**src/rtl/rapcore_wb_spi_pkg.sv**
```systemverilog
// rapcore_wb_spi_pkg -- shared definitions for the Wishbone SPI master:
// register offsets, STATUS bit positions, FSM state encoding, frame length
// and a byte-lane merge helper.
package rapcore_wb_spi_pkg;

    // Bits per SPI frame
    localparam int FRAME_LEN = 32;

    // Register offsets, selected by wbs_adr_i[3:2]
    localparam logic [1:0] REG_CTRL   = 2'd0;
    localparam logic [1:0] REG_TXDATA = 2'd1;
    localparam logic [1:0] REG_STATUS = 2'd2;
    localparam logic [1:0] REG_RXDATA = 2'd3;

    // STATUS bit positions
    localparam int STAT_BUSY    = 0;
    localparam int STAT_DONE    = 1;
    localparam int STAT_OVERRUN = 2;

    // CTRL field positions
    localparam int CTRL_CS_HOLD = 8;

    // Transfer sequencer states; each one lasts one SCK half-period
    typedef enum logic [2:0] {
        ST_IDLE     = 3'd0,
        ST_SETUP    = 3'd1,
        ST_SHIFT_HI = 3'd2,
        ST_SHIFT_LO = 3'd3,
        ST_HOLD     = 3'd4
    } spi_state_t;

    // Replace only the bytes of old_val whose select bit is set
    function automatic logic [31:0] apply_sel(input logic [31:0] old_val,
                                              input logic [31:0] new_val,
                                              input logic [3:0]  sel);
        logic [31:0] merged;
        merged = old_val;
        for (int i = 0; i < 4; i++) begin
            if (sel[i]) merged[8*i +: 8] = new_val[8*i +: 8];
        end
        return merged;
    endfunction

endpackage

```
**src/rtl/rapcore_spi_tick.sv**
```systemverilog
// rapcore_spi_tick -- SCK half-period timer. While enabled it emits a
// one-cycle tick every div+1 clocks; the count restarts from zero whenever
// enable drops, so the first tick after enabling comes div+1 cycles later.
module rapcore_spi_tick (
    input  logic       clk,
    input  logic       rst,
    input  logic       enable,
    input  logic [7:0] div,
    output logic       tick
);

    logic [7:0] count;

    assign tick = enable && (count == div);

    // Half-period counter: wraps on tick, held at zero while disabled
    always_ff @(posedge clk) begin
        // NOTE: sequential state uses non-blocking assignments so every
        // register samples pre-edge values regardless of statement order.
        if (rst || !enable) begin
            count <= '0;
        end else if (tick) begin
            count <= '0;
        end else begin
            count <= count + 8'd1;
        end
    end

endmodule

```
**src/rtl/rapcore_wb_spi.sv**
```systemverilog
// rapcore_wb_spi -- Wishbone slave SPI master (mode 0, MSB first, 32-bit
// frames) for the rapcore SCK/CS/COPI/CIPO pads.
// Optional feature: define RAPCORE_WB_SPI_IRQ_EN to add the irq_o port,
// which mirrors STATUS.DONE.
module rapcore_wb_spi
    import rapcore_wb_spi_pkg::*;
#(
    parameter logic [31:0] BASE_ADDR = 32'h3000_0000,
    parameter logic [7:0]  DIV_RESET = 8'd3
) (
    input  logic        wb_clk_i,
    input  logic        wb_rst_i,
    input  logic        wbs_stb_i,
    input  logic        wbs_cyc_i,
    input  logic        wbs_we_i,
    input  logic [3:0]  wbs_sel_i,
    input  logic [31:0] wbs_dat_i,
    input  logic [31:0] wbs_adr_i,
    output logic        wbs_ack_o,
    output logic [31:0] wbs_dat_o,
    output logic        spi_sck_o,
    output logic        spi_cs_o,
    output logic        spi_copi_o,
    input  logic        spi_cipo_i
`ifdef RAPCORE_WB_SPI_IRQ_EN
    ,
    output logic        irq_o
`endif
);

    // Register file
    logic [7:0]  ctrl_div;
    logic        ctrl_cs_hold;
    logic [31:0] txdata;
    logic [31:0] rxdata;
    logic        done;
    logic        overrun;

    // Transfer engine
    spi_state_t  state;
    logic [7:0]  div_lat;
    logic [31:0] tx_sh;
    logic [31:0] rx_sh;
    logic [4:0]  bit_cnt;
    logic        start_pending;
    logic        tick;

    // Bus decode
    logic        hit;
    logic        req;
    logic [1:0]  reg_sel;
    logic        busy;
    logic        frame_done;
    logic [31:0] rdata;
    logic        unused_adr;

    assign hit        = (wbs_adr_i[31:4] == BASE_ADDR[31:4]);
    assign req        = wbs_stb_i && wbs_cyc_i && hit && !wbs_ack_o;
    assign reg_sel    = wbs_adr_i[3:2];
    assign busy       = (state != ST_IDLE);
    assign frame_done = (state == ST_HOLD) && tick;
    assign unused_adr = ^wbs_adr_i[1:0];

`ifdef RAPCORE_WB_SPI_IRQ_EN
    assign irq_o = done;
`endif

    rapcore_spi_tick u_tick (
        .clk    (wb_clk_i),
        .rst    (wb_rst_i),
        .enable (busy),
        .div    (div_lat),
        .tick   (tick)
    );

    // Register read mux for the addressed offset
    always_comb begin
        // NOTE: default first so every path assigns rdata and no latch forms.
        rdata = '0;
        case (reg_sel)
            REG_CTRL:   rdata = {23'd0, ctrl_cs_hold, ctrl_div};
            REG_TXDATA: rdata = txdata;
            REG_STATUS: begin
                rdata[STAT_BUSY]    = busy;
                rdata[STAT_DONE]    = done;
                rdata[STAT_OVERRUN] = overrun;
            end
            REG_RXDATA: rdata = rxdata;
            default:    rdata = '0;
        endcase
    end

    // Wishbone slave: single-cycle ack, register writes, W1C status
    always_ff @(posedge wb_clk_i) begin
        if (wb_rst_i) begin
            wbs_ack_o     <= 1'b0;
            wbs_dat_o     <= '0;
            ctrl_div      <= DIV_RESET;
            ctrl_cs_hold  <= 1'b0;
            txdata        <= '0;
            done          <= 1'b0;
            overrun       <= 1'b0;
            start_pending <= 1'b0;
        end else begin
            // The ack guard in req makes the ack a one-cycle pulse even if
            // the master keeps stb asserted.
            wbs_ack_o     <= req;
            wbs_dat_o     <= (req && !wbs_we_i) ? rdata : '0;
            start_pending <= 1'b0;

            if (req && wbs_we_i) begin
                case (reg_sel)
                    REG_CTRL: begin
                        if (wbs_sel_i[0]) ctrl_div     <= wbs_dat_i[7:0];
                        if (wbs_sel_i[1]) ctrl_cs_hold <= wbs_dat_i[CTRL_CS_HOLD];
                    end
                    REG_TXDATA: begin
                        // A frame in flight keeps its data; the write is
                        // dropped and flagged instead.
                        if (busy || start_pending) begin
                            overrun <= 1'b1;
                        end else begin
                            txdata        <= apply_sel(txdata, wbs_dat_i, wbs_sel_i);
                            start_pending <= 1'b1;
                        end
                    end
                    REG_STATUS: begin
                        if (wbs_sel_i[0] && wbs_dat_i[STAT_DONE])    done    <= 1'b0;
                        if (wbs_sel_i[0] && wbs_dat_i[STAT_OVERRUN]) overrun <= 1'b0;
                    end
                    default: ;
                endcase
            end

            // Placed after the W1C so a same-cycle completion wins
            if (frame_done) done <= 1'b1;
        end
    end

    // Transfer FSM: SETUP, 32 SHIFT_HI/SHIFT_LO pairs, HOLD; drives the pads
    always_ff @(posedge wb_clk_i) begin
        if (wb_rst_i) begin
            state      <= ST_IDLE;
            spi_sck_o  <= 1'b0;
            spi_cs_o   <= 1'b1;
            spi_copi_o <= 1'b0;
            div_lat    <= DIV_RESET;
            tx_sh      <= '0;
            rx_sh      <= '0;
            bit_cnt    <= '0;
            rxdata     <= '0;
        end else begin
            case (state)
                ST_IDLE: begin
                    spi_sck_o <= 1'b0;
                    if (!ctrl_cs_hold) spi_cs_o <= 1'b1;
                    if (start_pending) begin
                        state      <= ST_SETUP;
                        spi_cs_o   <= 1'b0;
                        spi_copi_o <= txdata[FRAME_LEN-1];
                        tx_sh      <= {txdata[FRAME_LEN-2:0], 1'b0};
                        div_lat    <= ctrl_div;
                        bit_cnt    <= '0;
                    end
                end
                ST_SETUP: begin
                    if (tick) begin
                        state     <= ST_SHIFT_HI;
                        spi_sck_o <= 1'b1;
                        rx_sh     <= {rx_sh[FRAME_LEN-2:0], spi_cipo_i};
                    end
                end
                ST_SHIFT_HI: begin
                    if (tick) begin
                        state      <= ST_SHIFT_LO;
                        spi_sck_o  <= 1'b0;
                        spi_copi_o <= tx_sh[FRAME_LEN-1];
                        tx_sh      <= {tx_sh[FRAME_LEN-2:0], 1'b0};
                    end
                end
                ST_SHIFT_LO: begin
                    if (tick) begin
                        if (bit_cnt == 5'(FRAME_LEN - 1)) begin
                            state <= ST_HOLD;
                        end else begin
                            state     <= ST_SHIFT_HI;
                            spi_sck_o <= 1'b1;
                            rx_sh     <= {rx_sh[FRAME_LEN-2:0], spi_cipo_i};
                            bit_cnt   <= bit_cnt + 5'd1;
                        end
                    end
                end
                ST_HOLD: begin
                    if (tick) begin
                        state    <= ST_IDLE;
                        rxdata   <= rx_sh;
                        spi_cs_o <= ctrl_cs_hold ? 1'b0 : 1'b1;
                    end
                end
                default: state <= ST_IDLE;
            endcase
        end
    end

endmodule

```
**config.mk**
```make
export PLATFORM = sky130hd
export DESIGN_NAME = rapcore_wb_spi
export DESIGN_NICKNAME = d
export VERILOG_FILES = /design/src/rtl/rapcore_wb_spi_pkg.sv /design/src/rtl/rapcore_spi_tick.sv /design/src/rtl/rapcore_wb_spi.sv
export SDC_FILE = /design/constraint.sdc
export NUM_CORES = 1
export LEC_CHECK = 0
export ABC_CLOCK_PERIOD_IN_PS = 3200
export BUFFER_PORTS_ARGS = -buffer_cell sky130_fd_sc_hd__buf_4
export CORE_MARGIN = 2
export CORE_UTILIZATION = 35
export CTS_BUF_LIST = sky130_fd_sc_hd__clkbuf_8
export DETAILED_ROUTE_END_ITERATION = 7
export SETUP_SLACK_MARGIN = 0.1
export SLEW_MARGIN = 20
export SYNTH_ARGS = -nofsm -noshare
export SYNTH_HDL_FRONTEND = slang
export SYNTH_SLANG_ARGS = --single-unit
```
**constraint.sdc**
```tcl
create_clock -name wb_clk_i -period 3.2 [get_ports wb_clk_i]
set_input_delay 0 -clock wb_clk_i [delete_from_list [all_inputs] [get_ports wb_clk_i]]
set_output_delay 0 -clock wb_clk_i [all_outputs]
set_load 0.02 [all_outputs]
```
Word-level counts from Yosys, hierarchy flattened
Cells that the tools add are included.
Storage, ports and cells
  flip-flop bits (word level): 200
  output and inout port bits: 36
Cells by class
  add/subtract/negate cells: 2
  eq/ne operators: 19
  mux-type cells: 41
  bitwise gates (word level): 4
  reductions and logical operators: 45
Operator list (number)
  32-bit 2-to-1 mux: 5
  32-bit case mux with 2 select lines: 2
  29-bit case mux with 3 select lines: 1
  28-bit by 26-bit equality test with 1-bit output (second input constant): 1
  4-bit AND reduction: 7
  3-bit 2-to-1 mux: 6
  1-bit 2-to-1 mux: 17
  2-bit inequality test (second input constant): 8
  2-bit nonzero test: 8
  5-bit 2-to-1 mux: 3
  3-bit case mux with 5 select lines: 1
  3-bit AND reduction: 5
  3-bit case mux with 4 select lines: 1
  5-bit case mux with 2 select lines: 1
  5-bit AND reduction: 2
  1-bit logical AND: 9
  8-bit by 1-bit adder with 8-bit output (second input constant): 1
  8-bit equality test: 1
  3-bit by 2-bit equality test with 1-bit output (second input constant): 2
  1-bit case mux with 2 select lines: 3
  5-bit by 1-bit adder with 5-bit output (second input constant): 1
  5-bit equality test (second input constant): 1
  2-bit equality test (second input constant): 2
  1-bit NOT: 4
  other kinds (14): 19

Longest topological paths before layout
Gate-level depths: netlist (run 1).
  depth after elaboration: 6
  mapped depth: 10
  gate-level depth less buffers: 8

By module
From an unflattened synthesis (run 1), not the netlist that was laid out.
Unflattened totals
  cells, all modules: 926
  area, all modules: 8376.8 um^2
By module, submodules not included
  rapcore_wb_spi: instances 1, cells each 878, area an instance 7902.6 um^2, sequential area each 3823.7 um^2
  rapcore_spi_tick: instances 1, cells each 48, area an instance 474.2 um^2, sequential area each 160.2 um^2

Worst setup path after synthesis (run 1)
OpenSTA, ideal clock, no wires.
  path kind: flip-flop to flip-flop
  from: reg state[1]
  to: reg txdata[15]
  library setup time: 128 ps
  arrival: 2203 ps
  slack: 869 ps
  cell stages (with the launch flop): 8
  cells stage by stage: dfxtp_1 buf_6 or3_4 or4b_4 buf_6 nor4_4 mux2i_1 nor2_1
On the way
  cells in the longest elaborated chain, start to end: 4
Ends and longest elaborated chain
  start: declaration: line rapcore_wb_spi.sv:40  | spi_state_t state;
  start signal: assignment: line rapcore_wb_spi.sv:143  | state <= ST_IDLE;
  start signal: assignment: line rapcore_wb_spi.sv:158  | state <= ST_SETUP;
  start signal: assignment: line rapcore_wb_spi.sv:168  | state <= ST_SHIFT_HI;
  3-bit nonzero test: line rapcore_wb_spi.sv:60  | assign busy = (state != ST_IDLE);
  1-bit logical OR: line rapcore_wb_spi.sv:120  | if (busy || start_pending) begin
  1-bit NOT (no source line)
  4-bit AND reduction (no source line)
  end signal: assignment: line rapcore_wb_spi.sv:123  | txdata <= apply_sel(txdata, wbs_dat_i, wbs_sel_i);
  end: declaration: line rapcore_wb_spi.sv:34  | logic [31:0] txdata;
Every way passes these cells.
A chain may end at the register's enable or synchronous reset.

Worst setup path after layout (run 1)
  from: reg state[0]
  to: reg txdata[18]
The elaborated chain is that of the path after synthesis.

==> results.txt, run 1 <==
----------------------------------------------------
[Hold path]
  Hold path start ... wb_rst_i
  Worst hold path type ... in2reg

[Place]
  Post-placement cell count ... around 1,200
  Number of input and output port buffers inserted ... roughly 110
  Weighted congestion reported at the end of routability-driven placement ... slightly below 0.8
  Minimum setup slack after placement ... just under 0.9 ns
  Final HPWL DP ... between 10,000 and 15,000 µm

[Finish]
  Proportion of layout cells with a drive suffix above 1 ... 0.190
  Final-layout fill cell count ... 2,140
  Leading cell type in the layout, fill and taps excluded ... sky130_fd_sc_hd__dfxtp_1
  Antenna fix cells ... 0
  Post-layout nets ... between 1,000 and 1,500
  Layout overhead on the synthesized area ... 23.6%
  Area taken by flip-flops and latches ... 0.00398 mm²
  Area taken by multi-input logic gates ... about 0.0037 mm²
  Most frequent cells in the layout ... sky130_fd_sc_hd__dfxtp_1, sky130_fd_sc_hd__mux2i_1, sky130_fd_sc_hd__buf_4, sky130_fd_sc_hd__nor2_1, sky130_fd_sc_hd__nand2_1
  Final Non-Filler Cells ... 1,239

[Worst setup path]
  Family of cells with the greatest summed delay on the critical path ... simple AND/OR/NAND/NOR gates
  Worst Setup End Kind ... register
  Cell-by-cell trace of the critical path ... or3_4 > or4b_4 > nor4_4 > buf_4 > mux2i_1 > nor2_1
  Critical path peak fanout ... 11
  Beginning of the worst register-to-register path ... state[0]
  Type of the worst setup path ... reg2reg
  Buffers & Inverters on Critical Path ... 1
  Maximum cell stage delay along the critical path ... slightly below 0.6 ns
  Worst path arrival time ... between 2 and 3 ns
  WP data required ... around 3.5 ns
  Cell type of the slowest stage on the worst timing path ... sky130_fd_sc_hd__or4b_4
  Launching instance or port of the critical path ... state[0]
  Setup crit start kind ... register

[Clocking]
  Clock insertion delay at the later pin of the skew report ... around 0.46 ns
  Number of buffers inserted during clock tree synthesis ... 17
  Clk Tree Root Cell ... sky130_fd_sc_hd__clkbuf_8
  Resized Gates After CTS ... 0
  H-tree level count ... 4
  Total number of clock tree sinks ... 199
  TritonCTS clock tree ... done
  Clock transition at the register clock pins on the worst setup and hold paths after CTS ... about 0.1 ns
  Clock buffer depth ... 2
  Buffers inserted during post-CTS setup optimization ... 0

[Synth]
  Compound-cell area share of the yosys netlist ... 0.0736
  Simple-gate share of the synthesized area ... 0.188
  Synth Register Bits ... between 150 and 200
  Area fraction of the dominant cell type after synthesis ... 0.505
  Share of cell area taken by muxes after synthesis ... 0.183
  Yosys top cell by area ... sky130_fd_sc_hd__dfxtp_1
  Synthesized area ... between 0.007 and 0.008 mm²
  Unique cell type count in the Yosys netlist ... 47
  Cell types with the largest area share after synthesis ... sky130_fd_sc_hd__dfxtp_1, sky130_fd_sc_hd__mux2i_1, sky130_fd_sc_hd__nor2_1
  Main combinational cell family by area after synthesis ... simple AND/OR/NAND/NOR gates
  Syn Inst Count ... between 800 and 900
  Post-synthesis average cell area ... 9.62 µm²
  Xor/xnor cell area share of the yosys netlist ... 0.0155
  Warnings, synthesis ... 0
  Number of nets produced by synthesis ... between 800 and 900
  Synthesized-area fraction occupied by adder cells ... 0.00476
  Share of synthesized area occupied by flip-flops and latches ... 0.505

[Floorplanning]
  Core Region ... about 0.022 mm²
  Die Footprint ... 0.0238 mm²
  Effective utilization at floorplan ... 0.359
  Number of standard-cell rows in the floorplan ... between 50 and 60
  Width of the chip ... around 150 µm
  Number of primary I/O pins ... 110
  Vertical die dimension ... 154 µm

[Pwr]
  Highest ir drop seen on vdd ... between 0.0002 and 0.00025 V
  Total design power ... between 4 and 5 mW
  Pwr Density ... 429 mW/mm²
  Leak pwr ... 3.44 nW

[Timing]
  Crit share post-route ... 0.732
  Clock skew ... roughly 0.013 ns
  Setup slack of the critical path after layout ... around 0.86 ns
  Number of failing setup endpoints in the final timing report ... 0
  Max-slew headroom ... 0.563
  Worst Max-Slew Pin Slew ... about 0.66 ns
  Min Tclk post-route ... approximately 2.3 ns
  Achievable frequency ... between 400 and 500 MHz
  Final slew viol count ... 0
  RSZ-0062 raised after global routing ... false
  Total Negative Setup Slacks ... 0 ns
  Final hold viol count ... 0

[Global route]
  Number of antenna violations at the first check in global routing ... 0
  Pin count of the biggest net entering global routing ... 63
  All-Layer GR Usage ... 0.163
  Number of global-route vias before repair ... 6,077
  First-pass GRT wire length ... about 31,000 µm
  Overall overflow remaining after global route ... 0

[Drt]
  Number of detailed-route iterations in the first pass ... 4
  Final Routed Wirelength ... 18,900 µm
  Via density per instance ... 4.96
  Number of violations reported at the end of detailed-routing iteration 0 ... between 300 and 400
  Wire length per cell ... 15.2 µm
  Count of vias placed by the detailed router ... between 6,000 and 7,000
  Detail Route Antenna Nets ... 0
  DRC violations left ... 0

[Status]
  Outcome ... complete, no violations

[Flow run]
  Maximum capacitance violations ... 0

----------------------------------------------------
## power by group
group / leakage [nW] / switching [mW] / internal (mW)
combinational: 1.65 / 0.0834 / 0.103
sequential: 1.60 / 0.000000000102 / 2.47
clock: 0.185 / 0.955 / 0.572
total: 3.44 / 1.04 / 3.15
## synth_stat cells, drive strengths merged
cell type	number
xnor2	9
a22oi	6
nand4	4
a2111oi	1
and3	7
and3b	2
a211o	2
mux2	7
or3	4
and2	3
or4b	1
o31ai	1
nor4	13
nand2	96
dfxtp	199
nor2	119
nor3	36
ha	3
nor4bb	1
and2b	1
a211oi	33
nor4b	2
nor2b	2
a31oi	1
inv	2
buf	5
a21oi	42
o21ai	4
nand3	11
or2	1
o311ai	1
clkbuf	52
nand2b	1
mux2i	129
mux4	3
or4	2
nand3b	5
xor2	5
nor3b	3
a311oi	1
## kinds of logic (layout without fill, tap and decap cells)
kind of cell | count (synthesis) | in the layout
and+or+nand+nor | 314 | 314
DFF | 199 | 199
muxes | 139 | 139
AOI/OAI and AO/OA | 92 | 92
buffers and inverters | 59 | 198
xor gates and xnor gates | 14 | 14
adders and majority gates | 3 | 3
## sequential cells by signal (all words and copies together) (netlist names)
register / flops
spi_cs_o: 1
ctrl_div: 8
div_lat: 8
start_pending: 1
ctrl_cs_hold: 1
wbs_ack_o: 1
wbs_dat_o: 32
spi_copi_o: 1
rxdata: 32
done: 1
spi_sck_o: 1
rx_sh: 32
state: 3
tx_sh: 31
txdata: 32
overrun: 1
u_tick.count: 8
bit_cnt: 5
## worst paths after layout
kind | endpoint | slack, ns | depth (start not counted)
min | txdata[0] | 0.05 | 2
max reg2reg | txdata[18] | 0.86 | 6
min reg2reg | rx_sh[31] | 0.47 | 2
max | txdata[18] | 0.86 | 6
## worst register-to-register path: stages, from the launching register on
cell and delay, ns:
sky130_fd_sc_hd__dfxtp_1 0.43, sky130_fd_sc_hd__or3_4 0.45, sky130_fd_sc_hd__or4b_4 0.59, sky130_fd_sc_hd__nor4_4 0.23
sky130_fd_sc_hd__buf_4 0.26, sky130_fd_sc_hd__mux2i_1 0.21, sky130_fd_sc_hd__nor2_1 0.05
## through the flow
stage	hold slack [ns]	utilization	instance area [µm²]
final	0.0518	0.444	9750
after global routing	0.0463	0.444	9750
after CTS	0.0145	0.444	9750
after detailed placement	0.234	0.410	9000
after global placement	0.228	0.410	9000
after floorplan	0.110	-	7890
## metal layers
layer  GRT usage  part of all wire
met5           0                 0
met3      0.0321             0.034
met2       0.261              0.46
met4      0.0467             0.012
met1       0.223              0.49
## layout make-up
type	instances	share of cell area
flip-flops and latches	199	0.409
multi-input cells	562	0.379
repair buffers	164	0.137
inverters	2	0.000770
clock buffers	17	0.0240
well taps	280	0.0359
clock inverters	15	0.0149
## repair_timing
| item | CTS | global route |
|---|---|---|
| hold endpoints to repair | 54 | 0 |
| hold buffers | 37 | 0 |
| endpoints found under the setup margin | 0 | 0 |
Note: power is estimated with default switching activity, not from simulation.
==> inputs of run 2 (changes only) <==
--- a/config.mk
+++ b/config.mk
@@ -5,7 +5,7 @@
 export SDC_FILE = /design/constraint.sdc
 export NUM_CORES = 1
 export LEC_CHECK = 0
-export ABC_CLOCK_PERIOD_IN_PS = 3200
+export ABC_CLOCK_PERIOD_IN_PS = 2300
 export BUFFER_PORTS_ARGS = -buffer_cell sky130_fd_sc_hd__buf_4
 export CORE_MARGIN = 2
 export CORE_UTILIZATION = 35
==> constraint.sdc (replaced) <==
create_clock -name wb_clk_i -period 2.3 [get_ports wb_clk_i]
set_input_delay 0 -clock wb_clk_i [delete_from_list [all_inputs] [get_ports wb_clk_i]]
set_output_delay 0 -clock wb_clk_i [all_outputs]
set_load 0.02 [all_outputs]
==> run 2 against run 1 <==
  * Via count increased by 0.68%
  * Total power increased by 41%
  * Die area unchanged
  * Register-to-register slack lost 0.71 ns
  * Critical path depth unchanged
  * Maximum frequency rose by 8.6%
  * Critical path type unchanged
  * Critical endpoint is now txdata[13]
  * Largest cell class unchanged
==> results.txt, run 2 (synthesized netlist as in run 1, its figures left out) <==
----------------------------------------------------
[Finish]
  Antenna fix cells ... 0 (unchanged)
  Proportion of layout cells with a drive suffix above 1 ... 0.212 (was 0.190)
  Share of the core filled with cells ... 0.459 (was 0.444)
  Layout overhead on the synthesized area ... 27.6% (was 23.6%)
  Post-layout nets ... 1,043 (was 1,023)
  Most frequent cells in the layout ... sky130_fd_sc_hd__dfxtp_1, sky130_fd_sc_hd__buf_4, sky130_fd_sc_hd__mux2i_1, sky130_fd_sc_hd__nor2_1, sky130_fd_sc_hd__nand2_1 (was sky130_fd_sc_hd__dfxtp_1, sky130_fd_sc_hd__mux2i_1, sky130_fd_sc_hd__buf_4, sky130_fd_sc_hd__nor2_1, sky130_fd_sc_hd__nand2_1)
  Area taken by multi-input logic gates ... 0.00373 mm² (was 0.00369 mm²)
  Leading cell type in the layout, fill and taps excluded ... sky130_fd_sc_hd__dfxtp_1 (unchanged)
  Final-layout fill cell count ... 2,103 (was 2,140)
  Area taken by flip-flops and latches ... 0.00399 mm² (was 0.00398 mm²)

[Timing]
  Final hold viol count ... 0 (unchanged)
  Worst Max-Slew Pin Slew ... 0.582 ns (was 0.655 ns)
  Min Tclk post-route ... 2.16 ns (was 2.34 ns)
  Number of failing setup endpoints in the final timing report ... 0 (unchanged)
  Setup slack of the critical path after layout ... 0.143 ns (was 0.856 ns)
  RSZ-0062 raised after global routing ... true (was false)
  Final slew viol count ... 0 (unchanged)
  Crit share post-route ... 0.938 (was 0.732)
  Clock skew ... 0.00989 ns (was 0.0129 ns)
  Final hold slack ... 0.139 ns (was 0.0518 ns)
  Total Negative Setup Slacks ... 0 ns (unchanged)
  Achievable frequency ... 464 MHz (was 427 MHz)
  Max-slew headroom ... 0.612 (was 0.563)

[Worst setup path]
  WP data required ... 2.66 ns (was 3.53 ns)
  Worst Setup End Kind ... register (unchanged)
  Setup crit start kind ... register (unchanged)
  Critical path peak fanout ... 8 (was 11)
  Worst path arrival time ... 2.52 ns (was 2.68 ns)
  Type of the worst setup path ... reg2reg (unchanged)

[Global route]
  All-Layer GR Usage ... 0.162 (was 0.163)
  Pin count of the biggest net entering global routing ... 116 (was 63)
  Number of global-route vias before repair ... 5,973 (was 6,077)
  Overall overflow remaining after global route ... 0 (unchanged)
  Number of antenna violations at the first check in global routing ... 0 (unchanged)
  First-pass GRT wire length ... 30,900 µm (was 31,200 µm)

[Floorplanning]
  Number of primary I/O pins ... 110 (unchanged)
  Number of standard-cell rows in the floorplan ... 54 (unchanged)
  Die Footprint ... 0.0238 mm² (unchanged)
  Vertical die dimension ... 154 µm (unchanged)
  Width of the chip ... 154 µm (unchanged)
  Effective utilization at floorplan ... 0.359 (unchanged)
  Core Region ... 0.0220 mm² (unchanged)

[Clocking]
  H-tree level count ... 4 (unchanged)
  Clk Tree Root Cell ... sky130_fd_sc_hd__clkbuf_8 (unchanged)
  Number of buffers inserted during clock tree synthesis ... 17 (unchanged)
  Clock buffer depth ... 2 (unchanged)
  Total number of clock tree sinks ... 199 (unchanged)
  Clock insertion delay at the later pin of the skew report ... 0.48 ns (was 0.46 ns)
  TritonCTS clock tree ... done (unchanged)
  Clock transition at the register clock pins on the worst setup and hold paths after CTS ... 0.10 ns (about the same)

[Place]
  Final HPWL DP ... 12,300 µm (about the same)
  Minimum setup slack after placement ... 0.0973 ns (was 0.872 ns)
  Weighted congestion reported at the end of routability-driven placement ... 0.786 (was 0.788)
  Number of input and output port buffers inserted ... 107 (unchanged)

[Drt]
  Via density per instance ... 4.92 (was 4.96)
  Number of violations reported at the end of detailed-routing iteration 0 ... 381 (was 352)
  DRC violations left ... 0 (unchanged)
  Detail Route Antenna Nets ... 0 (unchanged)
  Count of vias placed by the detailed router ... 6,187 (was 6,145)
  Final Routed Wirelength ... 19,000 µm (was 18,900 µm)
  Number of detailed-route iterations in the first pass ... 5 (was 4)
  Wire length per cell ... 15.1 µm (was 15.2 µm)

[Status]
  Outcome ... complete, no violations (unchanged)

[Flow run]
  Maximum capacitance violations ... 0 (unchanged)

[Pwr]
  Highest ir drop seen on vdd ... 0.000305 V (was 0.000230 V)
  Pwr Density ... 588 mW/mm² (was 429 mW/mm²)
  Total design power ... 5.92 mW (was 4.19 mW)
  Leak pwr ... 3.58 nW (was 3.44 nW)

[Hold path]
  Worst hold path type ... in2reg (unchanged)

----------------------------------------------------
## run 2: critical path, stage by stage, from the launching register on
cell	delay, ns
sky130_fd_sc_hd__dfxtp_1	0.33
sky130_fd_sc_hd__or3_4	0.42
sky130_fd_sc_hd__or4b_4	0.60
sky130_fd_sc_hd__nor4_4	0.27
sky130_fd_sc_hd__buf_12	0.19
sky130_fd_sc_hd__mux2i_1	0.19
sky130_fd_sc_hd__nor2_1	0.05
## run 2: worst paths after layout
path                      from           to  slack [ns]  depth (start not counted)
hold / removal    wbs_sel_i[0]  ctrl_div[4]        0.14                          6
setup reg to reg      state[0]   txdata[13]        0.14                          6
setup / recovery      state[0]   txdata[13]        0.14                          6
hold reg to reg      rx_sh[14]    rx_sh[14]        0.47                          2
## run 2: repair_timing
item	4_1_cts	5_1_grt
resized for setup	1	10
setup endpoints to repair	31	73
pin swaps	0	3
hold buffers	39	0
endpoints found under the hold margin	61	0
cloned	0	3
buffers inserted	0	4
## run 2: layout make-up
type | count | area share
well taps | 280 | 0.0348
clock buffers | 19 | 0.0260
flip-flops and latches | 199 | 0.396
multi-input cells | 562 | 0.370
repair buffers | 184 | 0.160
clock inverters | 12 | 0.0121
inverters | 2 | 0.000746
## run 2: report_power, final
part | internal, mW | switching [mW]
Combinational | 0.149 | 0.118
Clock | 0.929 | 1.28
Sequential | 3.44 | 0.000000000135
Total | 4.52 | 1.40
## run 2: per-layer routing
layer,vias up,routed length (µm),global-route usage,part of all wire
li1,3150,-,-,-
met5,-,0,0,0
met2,117,8620,0.257,0.45
met4,0,252,0.0516,0.013
met3,20,693,0.0335,0.036
met1,2900,9470,0.221,0.50
## run 2: through the flow
step / cell area, µm² / std cells
floorplan: 7890 / 820
global placement: 9160 / 1181
detailed placement: 9160 / 1181
CTS: 9940 / 1251
global route: 10100 / 1258
finish: 10100 / 1258
==> inputs of run 3 (changes only) <==
--- a/config.mk
+++ b/config.mk
@@ -6,11 +6,12 @@
 export NUM_CORES = 1
 export LEC_CHECK = 0
 export ABC_CLOCK_PERIOD_IN_PS = 2300
-export BUFFER_PORTS_ARGS = -buffer_cell sky130_fd_sc_hd__buf_4
 export CORE_MARGIN = 2
 export CORE_UTILIZATION = 35
 export CTS_BUF_LIST = sky130_fd_sc_hd__clkbuf_8
 export DETAILED_ROUTE_END_ITERATION = 7
+export DONT_BUFFER_PORTS = 1
+export RECOVER_POWER = 50
 export SETUP_SLACK_MARGIN = 0.1
 export SLEW_MARGIN = 20
 export SYNTH_ARGS = -nofsm -noshare
==> run 3 against run 2 <==
  * The flow now finishes with violations (hold timing)
  * Non-clock buffer count decreased by 121
  * Register-to-register slack about the same
  * Critical endpoint is now ctrl_cs_hold
  * Sequential share of layout area increased by 4.3 points
==> results.txt, run 3 (synthesized netlist as in run 1, its figures left out) <==
----------------------------------------------------
[Floorplanning]
  Number of standard-cell rows in the floorplan ... 54 (unchanged)
  Effective utilization at floorplan ... 0.359 (unchanged)
  Number of primary I/O pins ... 110 (unchanged)
  Width of the chip ... 154 µm (unchanged)
  Die Footprint ... 0.0238 mm² (unchanged)
  Core Region ... 0.0220 mm² (unchanged)
  Vertical die dimension ... 154 µm (unchanged)

[Timing]
  RSZ-0062 raised after global routing ... true (unchanged)
  Final hold slack ... -0.407 ns (was 0.139 ns)
  Achievable frequency ... 464 MHz (about the same)
  Total Negative Setup Slacks ... 0 ns (unchanged)
  Final hold viol count ... 144 (was 0)
  Worst Max-Slew Pin Slew ... 0.642 ns (was 0.582 ns)
  Min Tclk post-route ... 2.16 ns (about the same)
  Max-slew headroom ... 0.572 (was 0.612)
  Clock skew ... 0.0116 ns (was 0.00989 ns)
  Final slew viol count ... 0 (unchanged)
  Crit share post-route ... 0.937 (was 0.938)
  Number of failing setup endpoints in the final timing report ... 0 (unchanged)

[Worst setup path]
  Type of the worst setup path ... reg2reg (unchanged)
  Cell type of the slowest stage on the worst timing path ... sky130_fd_sc_hd__dlygate4sd3_1 (was sky130_fd_sc_hd__or4b_4)
  Setup slack on the worst flop-to-flop path ... 0.14 ns (about the same)
  Family of cells with the greatest summed delay on the critical path ... buffers and inverters (was simple AND/OR/NAND/NOR gates)
  Setup crit start kind ... register (unchanged)
  WP data required ... 2.67 ns (was 2.66 ns)
  Maximum cell stage delay along the critical path ... 0.56 ns (was 0.60 ns)
  Worst Setup End Kind ... register (unchanged)
  Critical path peak fanout ... 8 (unchanged)
  Buffers & Inverters on Critical Path ... 2 (was 1)
  Cell-by-cell trace of the critical path ... nor4_1 > nand4_2 > buf_4 > nor3_1 > mux2i_1 > nor2_1 > dlygate4sd3_1 (was or3_4 > or4b_4 > nor4_4 > buf_12 > mux2i_1 > nor2_1)
  Worst path arrival time ... 2.52 ns (about the same)

[Finish]
  Final Non-Filler Cells ... 1,137 (was 1,258)
  Share of the core filled with cells ... 0.414 (was 0.459)
  Layout overhead on the synthesized area ... 15.1% (was 27.6%)
  Most frequent cells in the layout ... sky130_fd_sc_hd__dfxtp_1, sky130_fd_sc_hd__mux2i_1, sky130_fd_sc_hd__nor2_1, sky130_fd_sc_hd__nand2_1, sky130_fd_sc_hd__a21oi_1 (was sky130_fd_sc_hd__dfxtp_1, sky130_fd_sc_hd__buf_4, sky130_fd_sc_hd__mux2i_1, sky130_fd_sc_hd__nor2_1, sky130_fd_sc_hd__nand2_1)
  Post-layout nets ... 922 (was 1,043)
  Leading cell type in the layout, fill and taps excluded ... sky130_fd_sc_hd__dfxtp_1 (unchanged)
  Area taken by flip-flops and latches ... 0.00399 mm² (about the same)
  Final-layout fill cell count ... 2,073 (was 2,103)
  Proportion of layout cells with a drive suffix above 1 ... 0.109 (was 0.212)
  Antenna fix cells ... 0 (unchanged)
  Area taken by multi-input logic gates ... 0.00372 mm² (was 0.00373 mm²)

[Drt]
  DRC violations left ... 0 (unchanged)
  Count of vias placed by the detailed router ... 5,803 (was 6,187)
  Via density per instance ... 5.10 (was 4.92)
  Number of violations reported at the end of detailed-routing iteration 0 ... 423 (was 381)
  Wire length per cell ... 16.3 µm (was 15.1 µm)
  Detail Route Antenna Nets ... 0 (unchanged)
  Number of detailed-route iterations in the first pass ... 5 (unchanged)
  Final Routed Wirelength ... 18,500 µm (was 19,000 µm)

[Place]
  Number of input and output port buffers inserted ... 0 (was 107)
  Post-placement cell count ... 1,078 (was 1,181)
  Weighted congestion reported at the end of routability-driven placement ... 0.799 (was 0.786)
  Final HPWL DP ... 12,000 µm (was 12,300 µm)

[Clocking]
  Clock insertion delay at the later pin of the skew report ... 0.47 ns (was 0.48 ns)
  H-tree level count ... 4 (unchanged)
  Clk Tree Root Cell ... sky130_fd_sc_hd__clkbuf_8 (unchanged)
  Number of buffers inserted during clock tree synthesis ... 17 (unchanged)
  Clock buffer depth ... 2 (unchanged)
  Total number of clock tree sinks ... 199 (unchanged)
  Clock transition at the register clock pins on the worst setup and hold paths after CTS ... 0.10 ns (about the same)
  TritonCTS clock tree ... done (unchanged)

[Status]
  Violations in the final reports ... hold timing
  Outcome ... finished with violations (was complete, no violations)

[Pwr]
  Pwr Density ... 648 mW/mm² (was 588 mW/mm²)
  Leak pwr ... 3.01 nW (was 3.58 nW)
  Highest ir drop seen on vdd ... 0.000313 V (was 0.000305 V)

[Hold path]
  Worst hold path type ... in2reg (unchanged)

[Global route]
  Overall overflow remaining after global route ... 0 (unchanged)
  Number of antenna violations at the first check in global routing ... 0 (unchanged)
  Number of global-route vias before repair ... 5,636 (was 5,973)
  All-Layer GR Usage ... 0.157 (was 0.162)
  Pin count of the biggest net entering global routing ... 163 (was 116)
  First-pass GRT wire length ... 29,700 µm (was 30,900 µm)

[Flow run]
  Maximum capacitance violations ... 0 (unchanged)

----------------------------------------------------
-- run 3: routing by layer --
| metal | share of wire | up-vias | track usage |
|---|---|---|---|
| li1 | - | 2901 | - |
| met1 | 0.49 | 2764 | 0.215 |
| met2 | 0.45 | 118 | 0.243 |
| met3 | 0.044 | 20 | 0.0375 |
| met4 | 0.016 | 0 | 0.0490 |
| met5 | 0 | - | 0 |
-- run 3: layout make-up --
cell class | instances | area share
repair buffers | 63 | 0.0664
clock buffers | 18 | 0.0273
flip-flops and latches | 199 | 0.439
multi-input cells | 562 | 0.409
clock inverters | 13 | 0.0186
inverters | 2 | 0.000827
well taps | 280 | 0.0386
-- run 3: repair_timing --
item | 4_1_cts | 5_1_grt
cloned | 0 | 1
buffers inserted | 0 | 1
gates resized for setup | 3 | 15
setup endpoints to repair | 23 | 84
endpoints found under the hold margin | 199 | 149
hold buffers | 22 | 4
pin swaps | 0 | 4
-- run 3: worst paths after layout --
check	start	to	depth (start not counted)
worst max-delay path	wbs_ack_o	ctrl_cs_hold	7
worst min-delay path	wb_rst_i	txdata[31]	1
worst max register to register	wbs_ack_o	ctrl_cs_hold	7
worst min register to register	rx_sh[31]	rx_sh[31]	2
-- run 3: through the flow --
step / setup WS (ns) / cell area (µm²) / hold slack, ns / power [mW]
floorplan: 0.0424 / 7890 / 0.110 / 3.61
global placement: 0.149 / 8340 / 0.0942 / 3.56
detailed placement: 0.0817 / 8340 / 0.102 / 3.56
CTS: 0.113 / 9000 / -0.422 / 5.96
global route: 0.0462 / 9080 / -0.437 / 6.10
finish: 0.145 / 9080 / -0.407 / 5.88
-- run 3: report_power, final --
part | switching [mW] | leakage, nW | internal (mW)
registers | 0.000000000182 | 1.60 | 3.44
logic | 0.0397 | 1.19 | 0.0417
clock network | 1.24 | 0.216 | 1.12
total | 1.28 | 3.01 | 4.60
-- run 3: worst reg2reg max path, cell delays in order, from the launching register on --
cell	delay, ns
sky130_fd_sc_hd__dfxtp_1	0.39
sky130_fd_sc_hd__nor4_1	0.25
sky130_fd_sc_hd__nand4_2	0.11
sky130_fd_sc_hd__buf_4	0.21
sky130_fd_sc_hd__nor3_1	0.25
sky130_fd_sc_hd__mux2i_1	0.22
sky130_fd_sc_hd__nor2_1	0.06
sky130_fd_sc_hd__dlygate4sd3_1	0.56
